### config.mk
export PLATFORM = sky130hd
export DESIGN_NAME = regfile_sb
export DESIGN_NICKNAME = d
export VERILOG_FILES = /design/src/rtl/regfile_sb.sv
export SDC_FILE = /design/constraint.sdc
export NUM_CORES = 2
export LEC_CHECK = 0
export BUFFER_PORTS_ARGS = -buffer_cell sky130_fd_sc_hd__buf_4
export CAP_MARGIN = 15
export CORE_UTILIZATION = 40
export CTS_BUF_LIST = sky130_fd_sc_hd__clkbuf_16
export CTS_CLUSTER_DIAMETER = 80
export DETAILED_ROUTE_END_ITERATION = 12
export GPL_ROUTABILITY_DRIVEN = 0
export PLACE_DENSITY_LB_ADDON = 0.08
export SYNTH_ARGS = -nofsm -noshare
export SYNTH_HDL_FRONTEND = slang
export SYNTH_SLANG_ARGS = --single-unit
### constraint.sdc
create_clock -name clock -period 3.86 [get_ports clock]
set_input_delay 0.193 -clock clock [delete_from_list [all_inputs] [get_ports clock]]
set_output_delay 0.193 -clock clock [all_outputs]
set_load 0.05 [all_outputs]
### src/rtl/regfile_sb.sv
// Integer register file with per-register busy scoreboard,
// writeback bypass and a single-stage debug read port.
module regfile_sb #(
  parameter int XLEN = 32,
  parameter int NREG = 32,
  localparam int AW = $clog2(NREG),
  localparam int CW = $clog2(NREG + 1)
) (
  input  logic            clock,
  input  logic            reset_n,
  input  logic [AW-1:0]   rs1_addr,
  input  logic [AW-1:0]   rs2_addr,
  output logic [XLEN-1:0] rs1_val,
  output logic [XLEN-1:0] rs2_val,
  output logic            rs1_busy,
  output logic            rs2_busy,
  input  logic            iss_valid,
  input  logic [AW-1:0]   iss_rd,
  input  logic            wb_valid,
  input  logic [AW-1:0]   wb_rd,
  input  logic [XLEN-1:0] wb_val,
  input  logic            dbg_req,
  input  logic [AW-1:0]   dbg_addr,
  output logic            dbg_ack,
  output logic [XLEN-1:0] dbg_val,
  output logic [CW-1:0]   busy_cnt
);

  logic [XLEN-1:0] regs [NREG];
  logic [NREG-1:0] busy;
  logic [NREG-1:0] busy_nxt;
  logic            wb_hit;
  logic            iss_hit;
  logic            cnt_inc;
  logic            cnt_dec;
  logic [XLEN-1:0] dbg_rd;

  assign wb_hit  = wb_valid && (wb_rd != '0);
  assign iss_hit = iss_valid && (iss_rd != '0);

  function automatic logic byp(input logic [AW-1:0] a);
    return wb_hit && (wb_rd == a);
  endfunction

  always_comb begin
    rs1_val  = '0;
    rs1_busy = 1'b0;
    if (reset_n && (rs1_addr != '0)) begin
      if (byp(rs1_addr)) begin
        rs1_val = wb_val;
      end else begin
        rs1_val  = regs[rs1_addr];
        rs1_busy = busy[rs1_addr];
      end
    end
  end

  always_comb begin
    rs2_val  = '0;
    rs2_busy = 1'b0;
    if (reset_n && (rs2_addr != '0)) begin
      if (byp(rs2_addr)) begin
        rs2_val = wb_val;
      end else begin
        rs2_val  = regs[rs2_addr];
        rs2_busy = busy[rs2_addr];
      end
    end
  end

  always_comb begin
    dbg_rd = '0;
    if (dbg_addr != '0) begin
      if (byp(dbg_addr)) dbg_rd = wb_val;
      else               dbg_rd = regs[dbg_addr];
    end
  end

  // a same-edge reservation overrides the writeback clear
  always_comb begin
    busy_nxt = busy;
    if (wb_hit)  busy_nxt[wb_rd]  = 1'b0;
    if (iss_hit) busy_nxt[iss_rd] = 1'b1;
  end

  assign cnt_inc = iss_hit && !busy[iss_rd];
  assign cnt_dec = wb_hit && busy[wb_rd] &&
                   !(iss_hit && (iss_rd == wb_rd));

  always_ff @(posedge clock or negedge reset_n) begin
    if (!reset_n) begin
      for (int i = 0; i < NREG; i++) regs[i] <= '0;
    end else if (wb_hit) begin
      regs[wb_rd] <= wb_val;
    end
  end

  always_ff @(posedge clock or negedge reset_n) begin
    if (!reset_n) begin
      busy     <= '0;
      busy_cnt <= '0;
    end else begin
      busy <= busy_nxt;
      unique case ({cnt_inc, cnt_dec})
        2'b10:   busy_cnt <= busy_cnt + CW'(1);
        2'b01:   busy_cnt <= busy_cnt - CW'(1);
        default: busy_cnt <= busy_cnt;
      endcase
    end
  end

  always_ff @(posedge clock or negedge reset_n) begin
    if (!reset_n) begin
      dbg_ack <= 1'b0;
      dbg_val <= '0;
    end else begin
      dbg_ack <= dbg_req;
      if (dbg_req) dbg_val <= dbg_rd;
    end
  end

endmodule

# Word level (Yosys, flattened, before mapping)
# Cells that the tools add are included.
dict set report word_totals {
  ff_bits 1095
  inputBits 62
}
dict set report op_classes {
  n_reduce_logical 22
  n_eq_ne 6
  order_cmp 11
  add_sub_neg 2
  mux 37
  bitwise_logic 7
}
# cell count
set op_table {}
lappend op_table {{$bwmux W1024} 1}
lappend op_table {{$bmux W32 S5} 3}
lappend op_table {{$mux W32} 15}
lappend op_table {{$demux W32 S5} 1}
lappend op_table {{$and A32 B32 Y32} 1}
lappend op_table {{$not A32 Y32} 1}
lappend op_table {{$or A32 B32 Y32} 1}
lappend op_table {{$reduce_bool A5 Y1} 5}
lappend op_table {{$ge A6 B6 Y1 const B} 4}
lappend op_table {{$lt A5 B6 Y1 const B} 4}
lappend op_table {{$not A5 Y6} 4}
lappend op_table {{$bmux W1 S5} 4}
lappend op_table {{$eq A5 B5 Y1} 4}
lappend op_table {{$logic_and A1 B1 Y1} 14}
lappend op_table {{$pmux W6 S2} 1}
lappend op_table {{$demux W1 S5} 2}
lappend op_table {{$ge A5 B1 Y1 const B} 2}
lappend op_table {{$mux W1} 10}
lappend op_table {{$add A6 B1 Y6 const B} 1}
lappend op_table {{$lt A6 B1 Y1 const B} 1}
lappend op_table {{$sub A6 B1 Y6 const B} 1}
lappend op_table {{$eq A2 B1 Y1 const B} 1}
lappend op_table {{$eq A2 B2 Y1 const B} 1}
lappend op_table {{$logic_not A1 Y1} 2}
lappend op_table {{$reduce_bool A2 Y1} 1}

# Longest topological paths before layout
dict set report depth {
  depth_word 9
  ltp_mapped 14
}

# Worst setup path after synthesis
# Ideal clock, no wire load.
dict set report synth_timing {
  kind {input port to flip-flop}
  from {in iss_rd[0]}
  to {reg busy_cnt[5]}
  required_ns 3.778
  path_slack_ns 0.644
  n_path_buf 1
  stages 13
  setup_ns 0.082
  arrival_ns 3.134
  cell_sequence {buf_2 mux4_2 nor3b_1 a311oi_1 a31oi_1 or3_1 ha_1 ha_1 a21o_1 a21oi_1 or4_1 nand3_1 xor2_1}
}
dict set report synth_via {
  elab_chain_len 7
}
# element line
set synth_lines {}
lappend synth_lines {{start: declaration} 18} ;# input logic [AW-1:0] iss_rd,
lappend synth_lines {{parallel branches: the longest is 7 deep, another holds $pmux W6 S2} -}
lappend synth_lines {{end signal: assignment} 105} ;# 2'b10: busy_cnt <= busy_cnt + CW'(1);
lappend synth_lines {{end signal: assignment} 106} ;# 2'b01: busy_cnt <= busy_cnt - CW'(1);
lappend synth_lines {{end signal: assignment} 107} ;# default: busy_cnt <= busy_cnt;
lappend synth_lines {{end: declaration} 26} ;# output logic [CW-1:0] busy_cnt
# Several ways; the timed one is not identified. The select of a mux whose other input is x is not followed.
# A chain may end at the register's enable or synchronous reset.

# Worst setup path after layout
dict set report layout_timing {
  from {reg busy[3]}
  to {reg busy_cnt[5]}
}
dict set report layout_via {
  elab_chain_len 6
}
# element line
set layout_lines {}
lappend layout_lines {{start: declaration} 30} ;# logic [NREG-1:0] busy;
lappend layout_lines {{start signal: assignment} 103} ;# busy <= busy_nxt;
lappend layout_lines {{$bmux W1 S5 (on tied branches)} {87, 86}}
lappend layout_lines {{$mux W1 (on tied branches)} {87, 86}}
lappend layout_lines {{$logic_and A1 B1 Y1 / $logic_not A1 Y1 (equally long branches)} {87, 86}}
lappend layout_lines {{$logic_and A1 B1 Y1 (on tied branches)} {87, 86}}
lappend layout_lines {{$eq A2 B1 Y1 / $eq A2 B2 Y1 (equally long branches)} 104} ;# unique case ({cnt_inc, cnt_dec})
lappend layout_lines {{$pmux W6 S2 / $reduce_bool A2 Y1 (equally long branches)} -}
# Parallel ways exist; a longest one is shown, timed or not. The select of a mux whose other input is x is not followed.

==> impl_summary.md <==
Worst setup path
The arrival time of data at the critical path endpoint is 4.28 ns. The worst setup path is launched from a flip-flop. STA puts the critical path data required time at 4.56 ns. The critical path is of the reg -> reg type.

The minimum setup slack among reg-to-reg paths is 0.28 ns. In this run the worst path has a maximum fanout of 9. STA classifies the critical path endpoint as a flip-flop.

Timing
The setup TNS is 0 ns. On the final layout, the worst clock skew is 0.0287 ns. The fraction of the cycle the final worst path needs is 92.6%. The worst slew margin relative to its limit is 18.1%. The number of setup violations in the final report is 0. The measured slew at the worst slew-check pin is 1.23 ns. For the finished layout, the period the worst path requires is 3.58 ns. The max-slew violation total from the final report is 0.

Setup repair after global routing left no endpoint under its margin. Timing would allow up to 0.280 GHz. The final count of hold timing violations is 0. The final-layout worst hold slack is 0.101 ns.

GRT
The global-route wire length before repair is 393 mm. The pin count of the biggest net entering global routing is 166. The total overflow left after global routing is 0. The number of global-route vias before repair is 48978.

The initial antenna violation count was 19. The global-route usage over all layers is 32.5%.

Synth
The number of synthesis warnings is 0. In this run, synthesis inferred 0 flip-flops with an integrated enable. After synthesis, flip-flops and latches occupy 40.4% of the total area. The mapped netlist covers 67900 sq um. The post-synthesis cell type count is 65. Counting every net in the synthesized netlist gives 4916. Summing the areas of all xor and xnor instances in the mapped netlist gives 0.323% of the synthesized area. The synthesized netlist devotes 0.122% of its cell area to adder and majority cells. For this run, the leading register cell type out of synthesis is dfrtp_1.

Summing the areas of all compound-gate instances in the mapped netlist gives 7.17% of the synthesized area. After synthesis, the largest family of logic cells by area is multiplexers. After synthesis, the share of flip-flops with an asynchronous set or reset is 100%. The synthesized netlist devotes 2.96% of its cell area to simple gates. In this run the mean area of a mapped cell was 14.0 sq um. The number of register bits inferred by synthesis is 1095.

Synthesis produced 4848 cells. Measured against the total synthesized area, the mux share comes to 44.9%.

CTS
Clock tree synthesis selected as its root buffer the cell clkbuf_16. The number of buffers added for setup after CTS is 0. The number of resized instances in the post-cts repair step is 0. The number of hold buffers added after CTS was 47.

At the later pin of the worst-skew pair, clock insertion delay measures 0.81 ns. The CTS tree is built. The clock tree synthesis step divided the H-tree into 4 levels. No sink is reached through more buffers than the 3 on the longest clock path.

The clock edge transition at the registers on the reported setup and hold paths is 0.06 ns. The clock net in this run drives a total of 1095 sinks. The clock buffer count from CTS is 137.

Power
The share of total power dissipated in combinational logic is 26.0%. The total power divided by cell area is 502 nW/um^2. The clock share of power is 32.5%. The analysis attributes to net switching a power of 0.0122 W. The internal power of the cells totals 0.0262 W.

In this run the static leakage power is 32.1 nW. The switching power share of the total is 31.8%. The worst-case IR drop observed on VDD is 462 uV.

Per report_power, the sequential group accounts for 41.6% of the total.

Finish
The library cell used most frequently in the layout, excluding fill and tap cells, is dfrtp_1. The final layout contains 4895 nets. The post-synthesis to final-layout area growth is 12.8%. Cells with a size suffix above 1 make up 44.7% of the layout. Once layout is complete, the utilization of the core stands at 45.6%.

The number of standard cells in the final layout excluding fillers is 7139. The cell area after layout is 76600 sq um. The library cells used most frequently in the layout, excluding fill and tap cells, are 1095 x dfrtp_1, 876 x mux2_2, 728 x mux4_2.

Floorplanning
The initial utilization of the core area, before any placement, comes to 40.4%. The total die area is 171000 sq um. The core region is 168000 sq um. The height of the die is 414 um. The horizontal die dimension is 414 um. During I/O placement, the number of pins put on the boundary was 167.

Row generation in the floorplan step produced 150 rows.

Run status
The flow ran to the end, and the final reports show no timing, DRC or antenna violations.

Run
Max-cap violations in this run came to 0.

Detailed routing
The number of antenna-violating nets in the routed design is 0. After detailed routing, the number of remaining DRC violations is 0. For this block, the initial DRC count from the detailed router was 4836. The average routed wire per standard cell is 38.7 um.

The final route contains 48412 vias. The via count normalized by instance count is 6.78. The final wirelength is 276 mm.

The detailed-routing iteration count for the pre-antenna-repair pass is 5.

Placement
During placement, the flow inserted port buffers numbering 166. The instance area after placement is 71900 sq um. After legalization and detailed placement, the total HPWL measured 159 mm. The number of placed instances, taps included, is 6845.

Min path
The tightest min-delay check is of the in -> async type.
-- final timing paths --
| path | start | to | cells past startpoint |
|---|---|---|---|
| max in group asynchronous | reset_n | regs[824] | 4 |
| min in group clock | dbg_addr[3] | dbg_val[30] | 4 |
| min reg2reg | regs[1012] | regs[1012] | 0 |
| min | reset_n | regs[503] | 3 |
| max reg2reg | busy[3] | busy_cnt[5] | 12 |
| max | busy[3] | busy_cnt[5] | 12 |
-- sequential cells by signal (all words and copies together) (netlist names) --
signal	flops
regs	1024
dbg_val	32
busy	32
dbg_ack	1
busy_cnt	6
-- cell usage after synthesis, drive strengths merged, types with 9 or more instances --
cell type  count  area, sq um
a22oi         28          210
dfrtp       1095        27400
nand3         16         80.1
a31oi         29          181
xnor2         21          184
nor2          70          273
a221oi       110          963
buf          292         1740
mux4         728        16400
inv            9         33.8
o31ai          9         67.6
o21ai        205         1030
mux2i        251         2510
a21o          24          180
nor4           9         56.3
o22ai         16          100
o211ai        34          260
a221o          9         90.1
nand2        200          751
nand2b        39          244
a32o          27          270
a22o          12          105
o21a          36          270
nor2b         41          257
nor3          16         90.1
mux2        1025        11500
a21oi        102          510
clkbuf       283         1060
o221ai        47          412
-- kinds of logic after synthesis --
family | count (synthesis)
buf+inv | 584
flops | 1095
compound gates | 708
fa+ha+maj | 6
simple gates | 426
xor+xnor | 25
mux | 2004
-- stage by stage --
| stage | setup WS, ns | power, W |
|---|---|---|
| floorplan | 0.644 | 0.0226 |
| global placement | 0.179 | 0.0258 |
| detailed placement | 0.213 | 0.0259 |
| CTS | 0.325 | 0.0385 |
| global route | 0.0176 | 0.0400 |
| finish | 0.285 | 0.0384 |
-- power by group through the flow --
stage                     clock network (W)  logic (W)  registers [W]
final                                0.0125    0.00998         0.0160
after global routing                 0.0131     0.0106         0.0163
after CTS                            0.0127    0.00997         0.0159
after detailed placement                  0    0.00987         0.0161
after global placement                    0    0.00981         0.0160
after floorplan                           0    0.00703         0.0156
-- per-layer routing --
| layer | track usage, % | vias to the layer above | routed length, um |
|---|---|---|---|
| met3 | 7.26 | 573 | 21200 |
| met1 | 44.3 | 26440 | 115000 |
| met5 | 0.367 | - | 235 |
| met2 | 49.8 | 2233 | 127000 |
| li1 | - | 19142 | - |
| met4 | 13.9 | 24 | 13100 |
-- critical path, stage by stage (launching register included) --
cell and delay [ns]:
dfrtp_1 0.42, mux4_2 0.49, nor3b_1 0.16, a311oi_1 0.31
a31oi_1 0.06, or3_1 0.40, ha_1 0.34, ha_1 0.33
a21o_1 0.11, a21oi_1 0.10, or4_1 0.49, nand3_1 0.13
xor2_1 0.15
-- area by class of cell --
class | instances | area (sq um)
clock buffers | 144 | 3600
fillers | 15147 | 91200
repair buffers | 415 | 4180
diodes | 2 | 5.00
flip-flops and latches | 1095 | 27400
multi-input cells | 3169 | 38000
clock inverters | 101 | 621
inverters | 9 | 42.5
well taps | 2204 | 2760
Power figures use the tool's default switching activity.
